**config.mk**
```make
export PLATFORM = sky130hd
export DESIGN_NAME = mc_ctrl
export DESIGN_NICKNAME = d
export VERILOG_FILES = /design/src/rtl/mc_ctrl_pkg.sv /design/src/rtl/mc_ctrl_dec.sv /design/src/rtl/mc_ctrl.sv
export SDC_FILE = /design/constraint.sdc
export NUM_CORES = 1
export LEC_CHECK = 0
export ABC_AREA = 1
export BUFFER_PORTS_ARGS = -buffer_cell sky130_fd_sc_hd__buf_2
export CAP_MARGIN = 30
export CELL_PAD_IN_SITES_DETAIL_PLACEMENT = 2
export CELL_PAD_IN_SITES_GLOBAL_PLACEMENT = 2
export CORE_ASPECT_RATIO = 1.2
export CORE_UTILIZATION = 20
export CTS_BUF_LIST = sky130_fd_sc_hd__clkbuf_4 sky130_fd_sc_hd__clkbuf_8
export DETAILED_ROUTE_END_ITERATION = 7
export PLACE_DENSITY_LB_ADDON = 0.1
export SLEW_MARGIN = 20
export SYNTH_ARGS = -nofsm -noshare
export SYNTH_HDL_FRONTEND = slang
export SYNTH_HIERARCHICAL = 1
export SYNTH_SLANG_ARGS = --single-unit
```
**constraint.sdc**
```tcl
create_clock -name clk -period 1.25 [get_ports clk]
set_input_delay 0.125 -clock clk [delete_from_list [all_inputs] [get_ports clk]]
set_output_delay 0.125 -clock clk [all_outputs]
set_load 0.01 [all_outputs]
```
**src/rtl/mc_ctrl_pkg.sv**
```systemverilog
// Shared encodings for the multi-cycle MIPS controller: state codes, opcode/funct
// constants, ALU operation codes and datapath mux selects.
// Optional feature macro: MC_CTRL_ILLEGAL_TRAP_EN (adds the HALT trap state).
package mc_ctrl_pkg;

    typedef enum logic [3:0] {
        StIdle   = 4'd0,
        StFetch  = 4'd1,
        StDecode = 4'd2,
        StMemAdr = 4'd3,
        StMemRd  = 4'd4,
        StMemWb  = 4'd5,
        StMemWr  = 4'd6,
        StExec   = 4'd7,
        StRwb    = 4'd8,
        StIExec  = 4'd9,
        StIwb    = 4'd10,
        StBranch = 4'd11,
        StJump   = 4'd12
`ifdef MC_CTRL_ILLEGAL_TRAP_EN
        ,
        StHalt   = 4'd13
`endif
    } state_e;

    // Opcode and function fields
    localparam logic [5:0] OP_RTYPE   = 6'b000000;
    localparam logic [5:0] OP_ADDIU   = 6'b001001;
    localparam logic [5:0] OP_LW      = 6'b100011;
    localparam logic [5:0] OP_SW      = 6'b101011;
    localparam logic [5:0] OP_BEQ     = 6'b000100;
    localparam logic [5:0] OP_J       = 6'b000010;
    localparam logic [5:0] FUNCT_ADDU = 6'b100001;
    localparam logic [5:0] FUNCT_SUBU = 6'b100011;

    // ALU operation select
    localparam logic [1:0] ALUOP_ADDU = 2'b00;
    localparam logic [1:0] ALUOP_SUBU = 2'b01;

    // Datapath mux selects
    localparam logic [1:0] PC_SRC_ALU    = 2'b00;
    localparam logic [1:0] PC_SRC_ALUOUT = 2'b01;
    localparam logic [1:0] PC_SRC_JUMP   = 2'b10;
    localparam logic       SRC_A_PC      = 1'b0;
    localparam logic       SRC_A_REG     = 1'b1;
    localparam logic [1:0] SRC_B_REG     = 2'b00;
    localparam logic [1:0] SRC_B_FOUR    = 2'b01;
    localparam logic [1:0] SRC_B_IMM     = 2'b10;
    localparam logic [1:0] SRC_B_IMM_SH2 = 2'b11;

    typedef struct packed {
        logic       mem_rd;
        logic       mem_wr;
        logic       iord;
        logic       ir_we;
        logic       pc_we;
        logic [1:0] pc_src;
        logic       alu_src_a;
        logic [1:0] alu_src_b;
        logic [1:0] alu_op;
        logic       reg_we;
        logic       reg_dst;
        logic       mem_to_reg;
        logic       illegal;
    } ctrl_t;

    // True for the supported instruction set; everything else is undefined.
    function automatic logic instr_legal(input logic [5:0] op, input logic [5:0] funct);
        case (op)
            OP_RTYPE:                            return (funct == FUNCT_ADDU) ||
                                                        (funct == FUNCT_SUBU);
            OP_ADDIU, OP_LW, OP_SW, OP_BEQ, OP_J: return 1'b1;
            default:                             return 1'b0;
        endcase
    endfunction

endpackage

```
**src/rtl/mc_ctrl_dec.sv**
```systemverilog
// Combinational state -> control decode for mc_ctrl. Pure Moore decode except
// for the FETCH write enables (qualified by mem_ack) and the BRANCH PC write
// (qualified by zero).
// Optional feature macro: MC_CTRL_ILLEGAL_TRAP_EN (HALT drives illegal).
module mc_ctrl_dec
    import mc_ctrl_pkg::*;
(
    input  state_e     state,
    input  logic [5:0] funct,
    input  logic       zero,
    input  logic       mem_ack,
    output ctrl_t      ctrl
);

    // Decode datapath controls from the current state; unlisted outputs stay 0.
    always_comb begin
        ctrl        = '0;
        ctrl.alu_op = ALUOP_ADDU;
        case (state)
            StFetch: begin
                ctrl.mem_rd    = 1'b1;
                ctrl.iord      = 1'b0;
                ctrl.alu_src_a = SRC_A_PC;
                ctrl.alu_src_b = SRC_B_FOUR;
                ctrl.pc_src    = PC_SRC_ALU;
                ctrl.ir_we     = mem_ack;
                ctrl.pc_we     = mem_ack;
            end
            StDecode: begin
                // Precompute the branch target into ALUOut.
                ctrl.alu_src_a = SRC_A_PC;
                ctrl.alu_src_b = SRC_B_IMM_SH2;
            end
            StMemAdr: begin
                ctrl.alu_src_a = SRC_A_REG;
                ctrl.alu_src_b = SRC_B_IMM;
            end
            StMemRd: begin
                ctrl.mem_rd = 1'b1;
                ctrl.iord   = 1'b1;
            end
            StMemWb: begin
                ctrl.reg_we     = 1'b1;
                ctrl.reg_dst    = 1'b0;
                ctrl.mem_to_reg = 1'b1;
            end
            StMemWr: begin
                ctrl.mem_wr = 1'b1;
                ctrl.iord   = 1'b1;
            end
            StExec: begin
                ctrl.alu_src_a = SRC_A_REG;
                ctrl.alu_src_b = SRC_B_REG;
                ctrl.alu_op    = (funct == FUNCT_SUBU) ? ALUOP_SUBU : ALUOP_ADDU;
            end
            StRwb: begin
                ctrl.reg_we  = 1'b1;
                ctrl.reg_dst = 1'b1;
            end
            StIExec: begin
                ctrl.alu_src_a = SRC_A_REG;
                ctrl.alu_src_b = SRC_B_IMM;
            end
            StIwb: begin
                ctrl.reg_we  = 1'b1;
                ctrl.reg_dst = 1'b0;
            end
            StBranch: begin
                ctrl.alu_src_a = SRC_A_REG;
                ctrl.alu_src_b = SRC_B_REG;
                ctrl.alu_op    = ALUOP_SUBU;
                ctrl.pc_src    = PC_SRC_ALUOUT;
                ctrl.pc_we     = zero;
            end
            StJump: begin
                ctrl.pc_we  = 1'b1;
                ctrl.pc_src = PC_SRC_JUMP;
            end
`ifdef MC_CTRL_ILLEGAL_TRAP_EN
            StHalt: begin
                ctrl.illegal = 1'b1;
            end
`endif
            default: ;
        endcase
    end

endmodule

```
**src/rtl/mc_ctrl.sv**
```systemverilog
// Multi-cycle MIPS main controller: sequences fetch/decode/execute/memory/
// write-back, stalling in place on the memory req/ack handshake.
// Optional feature macro: MC_CTRL_ILLEGAL_TRAP_EN (undefined instructions trap
// into HALT instead of executing as NOP).
module mc_ctrl
    import mc_ctrl_pkg::*;
(
    input  logic       clk,
    input  logic       rst_n,
    input  logic [5:0] op,
    input  logic [5:0] funct,
    input  logic       zero,
    input  logic       mem_ack,
    output logic       mem_rd,
    output logic       mem_wr,
    output logic       iord,
    output logic       ir_we,
    output logic       pc_we,
    output logic [1:0] pc_src,
    output logic       alu_src_a,
    output logic [1:0] alu_src_b,
    output logic [1:0] alu_op,
    output logic       reg_we,
    output logic       reg_dst,
    output logic       mem_to_reg,
    output logic       illegal,
    output logic [3:0] state
);

    state_e state_q, state_d;
    ctrl_t  ctrl;

    // Next-state logic; mem_ack only matters in the three waiting states.
    always_comb begin
        state_d = state_q;
        case (state_q)
            StIdle:   state_d = StFetch;
            StFetch:  if (mem_ack) state_d = StDecode;
            StDecode: begin
                if (!instr_legal(op, funct)) begin
`ifdef MC_CTRL_ILLEGAL_TRAP_EN
                    state_d = StHalt;
`else
                    state_d = StFetch;
`endif
                end else begin
                    case (op)
                        OP_LW, OP_SW: state_d = StMemAdr;
                        OP_RTYPE:     state_d = StExec;
                        OP_ADDIU:     state_d = StIExec;
                        OP_BEQ:       state_d = StBranch;
                        OP_J:         state_d = StJump;
                        default:      state_d = StFetch;
                    endcase
                end
            end
            StMemAdr: state_d = (op == OP_SW) ? StMemWr : StMemRd;
            StMemRd:  if (mem_ack) state_d = StMemWb;
            StMemWr:  if (mem_ack) state_d = StFetch;
            StExec:   state_d = StRwb;
            StIExec:  state_d = StIwb;
            StMemWb, StRwb, StIwb, StBranch, StJump: state_d = StFetch;
`ifdef MC_CTRL_ILLEGAL_TRAP_EN
            StHalt:   state_d = StHalt;
`endif
            default:  state_d = StIdle;
        endcase
    end

    // State register; reset aborts any instruction in flight.
    always_ff @(posedge clk or negedge rst_n) begin
        if (!rst_n) begin
            state_q <= StIdle;
        end else begin
            state_q <= state_d;
        end
    end

    mc_ctrl_dec u_dec (
        .state   (state_q),
        .funct   (funct),
        .zero    (zero),
        .mem_ack (mem_ack),
        .ctrl    (ctrl)
    );

    assign mem_rd     = ctrl.mem_rd;
    assign mem_wr     = ctrl.mem_wr;
    assign iord       = ctrl.iord;
    assign ir_we      = ctrl.ir_we;
    assign pc_we      = ctrl.pc_we;
    assign pc_src     = ctrl.pc_src;
    assign alu_src_a  = ctrl.alu_src_a;
    assign alu_src_b  = ctrl.alu_src_b;
    assign alu_op     = ctrl.alu_op;
    assign reg_we     = ctrl.reg_we;
    assign reg_dst    = ctrl.reg_dst;
    assign mem_to_reg = ctrl.mem_to_reg;
    assign illegal    = ctrl.illegal;
    assign state      = state_q;

endmodule

```
# Yosys cells after proc, flatten, opt, wreduce, memory -nomap -nowiden
# Cells that the tools add are included.
dict set report classes {
  n_eq_ne 22
  shifts 0
  n_mul 0
  muxes 19
  n_lt_le_gt_ge 0
  bitwise 0
  div_mod_pow 0
  n_addsub 0
  n_reduce_logical 12
}
# operator n
set ops {}
lappend ops {{case mux 4 bit (8 select lines)} 1}
lappend ops {{equality test 6 bit, second input constant} 4}
lappend ops {{equality test 4 bit, second input constant} 5}
lappend ops {{case mux 4 bit (5 select lines)} 1}
lappend ops {{equality test 4 x 3 -> 1 bit, second input constant} 4}
lappend ops {{2-to-1 mux 4 bit} 4}
lappend ops {{case mux 3 bit (4 select lines)} 1}
lappend ops {{OR reduction 2 bit} 6}
lappend ops {{case mux 3 bit (3 select lines)} 1}
lappend ops {{equality test 4 x 2 -> 1 bit, second input constant} 2}
lappend ops {{case mux 2 bit (2 select lines)} 2}
lappend ops {{2-to-1 mux 1 bit} 7}
lappend ops {{equality test 6 x 2 -> 1 bit, second input constant} 1}
lappend ops {{equality test 6 x 3 -> 1 bit, second input constant} 1}
lappend ops {{equality test 6 x 4 -> 1 bit, second input constant} 1}
lappend ops {{logical NOT 6 bit} 1}
lappend ops {{!= test 2 bit, second input constant} 3}
lappend ops {{OR reduction 6 bit} 1}
lappend ops {{OR reduction 5 bit} 1}
lappend ops {{equality test 4 x 1 -> 1 bit, second input constant} 1}
lappend ops {{logical NOT 4 bit} 1}
lappend ops {{AND reduction 3 bit} 1}
lappend ops {{2-to-1 mux 2 bit} 1}
lappend ops {{case mux 1 bit (2 select lines)} 1}
lappend ops {{logical OR 1 bit} 1}
dict set report totals {
  word_cells 54
  register_bits 4
  latchBits 0
  mem_count 0
  ramBits 0
  rom_bits 0
}

# Logic depth before layout (Yosys ltp)
dict set report depth {
  ltp_word 6
  mapped_depth 9
  ltp_nobuf 9
}

# Modules after synthesis
# The synthesis kept the hierarchy.
# module instances area_each_um2 cells_per_inst
set by_module_without_submodules {}
lappend by_module_without_submodules {mc_ctrl 1 457.9 86}
lappend by_module_without_submodules {mc_ctrl_dec 1 212.7 48}

# Worst setup path before layout
# OpenSTA, ideal clock, no wires.
dict set report synth_path {
  path_type {register -> register}
  from {register state_q[0], in the netlist state[0]}
  to {register state_q[0], in the netlist state[0]}
  t_arrival_ns 1.126
  stages_incl_launch_ff 8
  setup_slack_ns 0.003
  period_less_slack_ns 1.247
  t_required_ns 1.129
  setup_time_ns 0.121
  path_buffers 0
  path_cell_list {dfrtp_1 nand2_1 inv_2 nand2_1 a21oi_2 inv_2 nand2_1 o21ai_1}
}
dict set report synth_via {
  elab_chain_len 3
  word_cells_on_any_way 19
  classes_between {15 x eq/ne; 1 x mux; 3 x reduce/logical}
}
# item line
set synth_lines {}
lappend synth_lines {{start, declared} mc_ctrl.sv:30} ;# state_e state_q, state_d;
lappend synth_lines {{start signal, assigned} mc_ctrl.sv:73} ;# state_q <= StIdle;
lappend synth_lines {{start signal, assigned} mc_ctrl.sv:75} ;# state_q <= state_d;
lappend synth_lines {{equality test 4 bit, or another cell as far along} mc_ctrl.sv:36} ;# case (state_q)
lappend synth_lines {{OR reduction 6 bit (no line) / != test 2 bit (equally long branches)} -}
lappend synth_lines {{case mux 4 bit (8 select lines) / AND reduction 3 bit (equally long branches)} -}
# Several ways; a longest one is shown, not always the timed one.
# A chain may end at the register's enable or synchronous reset.

# Worst setup path in the final report
dict set report layout_path {
  from {register state_q[2], in the netlist state[2]}
  to {output port alu_src_a}
}
dict set report layout_via {
  elab_chain_len 3
  word_cells_on_any_way 9
  classes_between {6 x eq/ne; 1 x mux; 2 x reduce/logical}
}
# item line
set layout_lines {}
lappend layout_lines {{equality test 4 x 3 -> 1 bit, or another cell as far along} mc_ctrl_dec.sv:19} ;# case (state)
lappend layout_lines {{OR reduction 2 bit (no line)} -}
lappend layout_lines {{case mux 3 bit (4 select lines) *} mc_ctrl_dec.sv:19}
lappend layout_lines {{end, declared} mc_ctrl.sv:20} ;# output logic alu_src_a,
# Mark *: on every way between the ends. The rest lies on a longest branch, timed or not.

==> summary.md <==
| Metric | Value |
|---|---|
| Status | `finished with violations` |
| Failing checks | `negative setup slack` |
| Post-synthesis sequential area ratio | `14.9%` |
| Crit end category | `primary output` |
| Final hold vios | `0` |
| Hold endpoint | `state[0]` |
| Layout fillers | `~400` |
| Fmax | `roughly 0.69 GHz` |
| Drt total wl | `~3500 microns` |
| Antenna cells | `0` |
| Adder-Cell Fraction of Synth Area | `0%` |
| Worst Setup Start Kind | `flop` |
| Vias in the first global route | `between 1k and 1.5k` |
| CP required | `approximately 1.1 ns` |
| # rows | `22` |
| Die area | `3590 sq um` |
| Leakage | `a little over 0.7 nW` |
| Worst vdd ir | `just under 800 uV` |
| Min-Delay Startpoint | `mem_ack` |
| Antenna violations before repair | `0` |
| CTS tree | `built` |
| Slack of the worst reg-to-reg path | `-0.20 ns` |
| I/O pin cnt | `36` |
| Final Wtd Congestion | `0.872` |
| Final Worst Setup Slack | `-0.206 ns` |
| Simple-gate share of the synthesized area | `59.7%` |
| Share of cells above drive strength 1 | `between 50% and 60%` |
| IO buf count | `33` |
| Flops & latches, synth | `4` |
| DR vias/cell | `4.71` |
| First-pass GRT wire length | `~5700 microns` |
| Worst hold path class | `in2reg` |
| Worst-Skew Late Latency | `roughly 0.27 ns` |
| Drt first pass iters | `3` |
| WS Path Type | `reg2out` |
| Mux share of post-synthesis cell area | `0%` |
| NumNets Final | `roughly 210` |
| Cts bufs inserted | `3` |
| RSZ-0062 raised after global routing | `true` |
| Post-DP HPWL | `2430 microns` |
| Crit-path max FO | `7` |
| Mapped Cells | `about 130` |
| H-tree depth | `1` |
| Synth Area in XOR/XNOR | `0%` |
| Iter 0 DRT Violations | `14` |
| Max Cap Viol | `0` |
| Setup Skew | `roughly 0.014 ns` |
| Synthesized area per cell | `between 5 and 6 sq um` |
| Pin count of the biggest net entering global routing | `8` |
| Total gr overflow | `0` |
| Initial Utilization | `between 20% and 30%` |
| DR WL/cell | `~15 microns` |
| Fin crit share | `116%` |
| Worst-path clk slew | `approximately 0.050 ns` |
| Chip Width | `54.9 microns` |
| Placement Setup Slack | `-0.105 ns` |
| Routed Antenna Nets | `0` |
| Total GRT Usage | `22.5%` |
| Synth Cell Area | `about 670 sq um` |
| Hold path cells | `2` |
| Worst reg2reg path depth | `7` |
| Die Y | `~65 microns` |
| Setup-failing EPs final | `17` |
| PwrDens | `2040 nW/um^2` |
| CP arrival | `about 1.3 ns` |
| Combinational family with the most area after synthesis | `simple AND/OR/NAND/NOR gates` |
| R2R Path Start | `state[2]` |
| Area Growth Syn to Fin | `82.6%` |
| Max reg flops | `4` |
| DR vias | `between 1k and 1.5k` |
| CTS max path bufs | `2` |
| Total clock sinks | `4` |
| Final Critical Period | `1.46 ns` |
| Synth warnings | `6` |
| Final slew viol count | `0` |
| Reg2reg end | `state[2]` |
| Root Driver | `clkbuf_4` |
| Post-synthesis compound-gate area fraction | `7.46%` |
| Worst hold slack | `~0.12 ns` |
| DRC errors left | `0` |
| Core area | `~3100 sq um` |
| Netlist cell types | `20` |
-- cell type report --
type | instances | area [sq um] | share of cell area, %
multi-input combinational | 102 | 554 | 45.3
timing repair buffer | 59 | 397 | 32.4
sequential | 4 | 105 | 8.58
inverter | 27 | 101 | 8.27
tap | 36 | 45.0 | 3.68
clock buffer | 3 | 22.5 | 1.84
-- stage by stage --
step	std cells	utilization (%)	total power, mW	area (sq um)	TNS (ns)
3_5_place_dp	215	30.8	1.69	967	-0.646
2_1_floorplan	135	-	0.986	674	0
3_3_place_gp	215	30.8	1.63	967	-0.366
6_report	231	39.0	2.50	1220	-2.55
5_1_grt	231	39.0	2.69	1220	-3.58
4_1_cts	229	37.1	2.27	1160	-2.10
-- placed cells by master (no fill, tap or decap), types with 2 or more instances in the layout --
cell type	n
nor3_1	2
buf_2	30
dfrtp_2	4
nand3_1	14
nand2_2	8
nor2_1	19
nor2_4	6
nand3_2	4
o21ai_1	2
nor2_2	2
inv_2	10
buf_6	7
clkbuf_4	3
nand2_1	33
inv_1	17
conb_1	2
buf_4	21
-- how the worst max path moves through the flow --
stage / start / to / slack [ns]
2_1_floorplan: state[0] / state[0] / 0.003
3_3_place_gp: state[2] / alu_src_b[1] / -0.08
3_5_place_dp: state[2] / alu_src_b[1] / -0.11
4_1_cts: state[3] / alu_op[0] / -0.19
5_1_grt: state[2] / alu_src_a / -0.28
6_report: state[2] / alu_src_a / -0.21
-- cell families (layout without fill, tap and decap cells) --
| logic type | after synthesis | in the layout |
|---|---|---|
| buf+inv | 29 | 89 |
| simple gates | 92 | 92 |
| compound gates | 8 | 8 |
| flops | 4 | 4 |
| other cells | 1 | 2 |
-- per-layer routing --
metal / track usage [%] / up-vias / wire [microns]
met4: 10.9 / 0 / 70
met3: 3.01 / 7 / 102
met5: 0 / - / 0
met2: 41.7 / 28 / 1930
li1: - / 531 / -
met1: 23.1 / 523 / 1400
-- synthesized netlist by cell type --
| cell | number | area (sq um) |
|---|---|---|
| o22ai_1 | 1 | 6.26 |
| a21oi_1 | 1 | 5.00 |
| nor2_2 | 3 | 18.8 |
| inv_1 | 20 | 75.1 |
| nor2_1 | 22 | 82.6 |
| nor2_4 | 2 | 22.5 |
| o21bai_1 | 1 | 7.51 |
| inv_2 | 7 | 26.3 |
| conb_1 | 1 | 3.75 |
| o21ai_1 | 2 | 10.0 |
| nand3_1 | 19 | 95.1 |
| nor3_1 | 3 | 15.0 |
| nand2_1 | 41 | 154 |
| o211ai_1 | 1 | 7.51 |
| nand2_2 | 1 | 6.26 |
| dfrtp_1 | 4 | 100 |
| o21ai_0 | 1 | 5.00 |
| a21oi_2 | 1 | 8.76 |
| buf_4 | 2 | 15.0 |
| nand4_1 | 1 | 6.26 |
-- critical path: stages (launching register included) --
cell     delay (ns)
dfrtp_2        0.48
nand2_2        0.18
nor2_4         0.06
nor2_1         0.14
nand2_1        0.07
buf_2          0.14
-- power breakdown --
part | internal (mW) | switching (mW) | total, mW
registers | 0.191 | 0.106 | 0.297
clock network | 0.110 | 0.0861 | 0.196
logic | 0.907 | 1.10 | 2.00
-- repair_timing --
item / 4_1_cts / 5_1_grt
setup buffers: 10 / 2
resized for setup: 27 / 11
pin swaps: 9 / 6
hold buffers: 1 / 0
hold endpoints to repair: 4 / 0
endpoints found under the setup margin: 17 / 17
No activity file was read; power rests on OpenSTA's default activity.
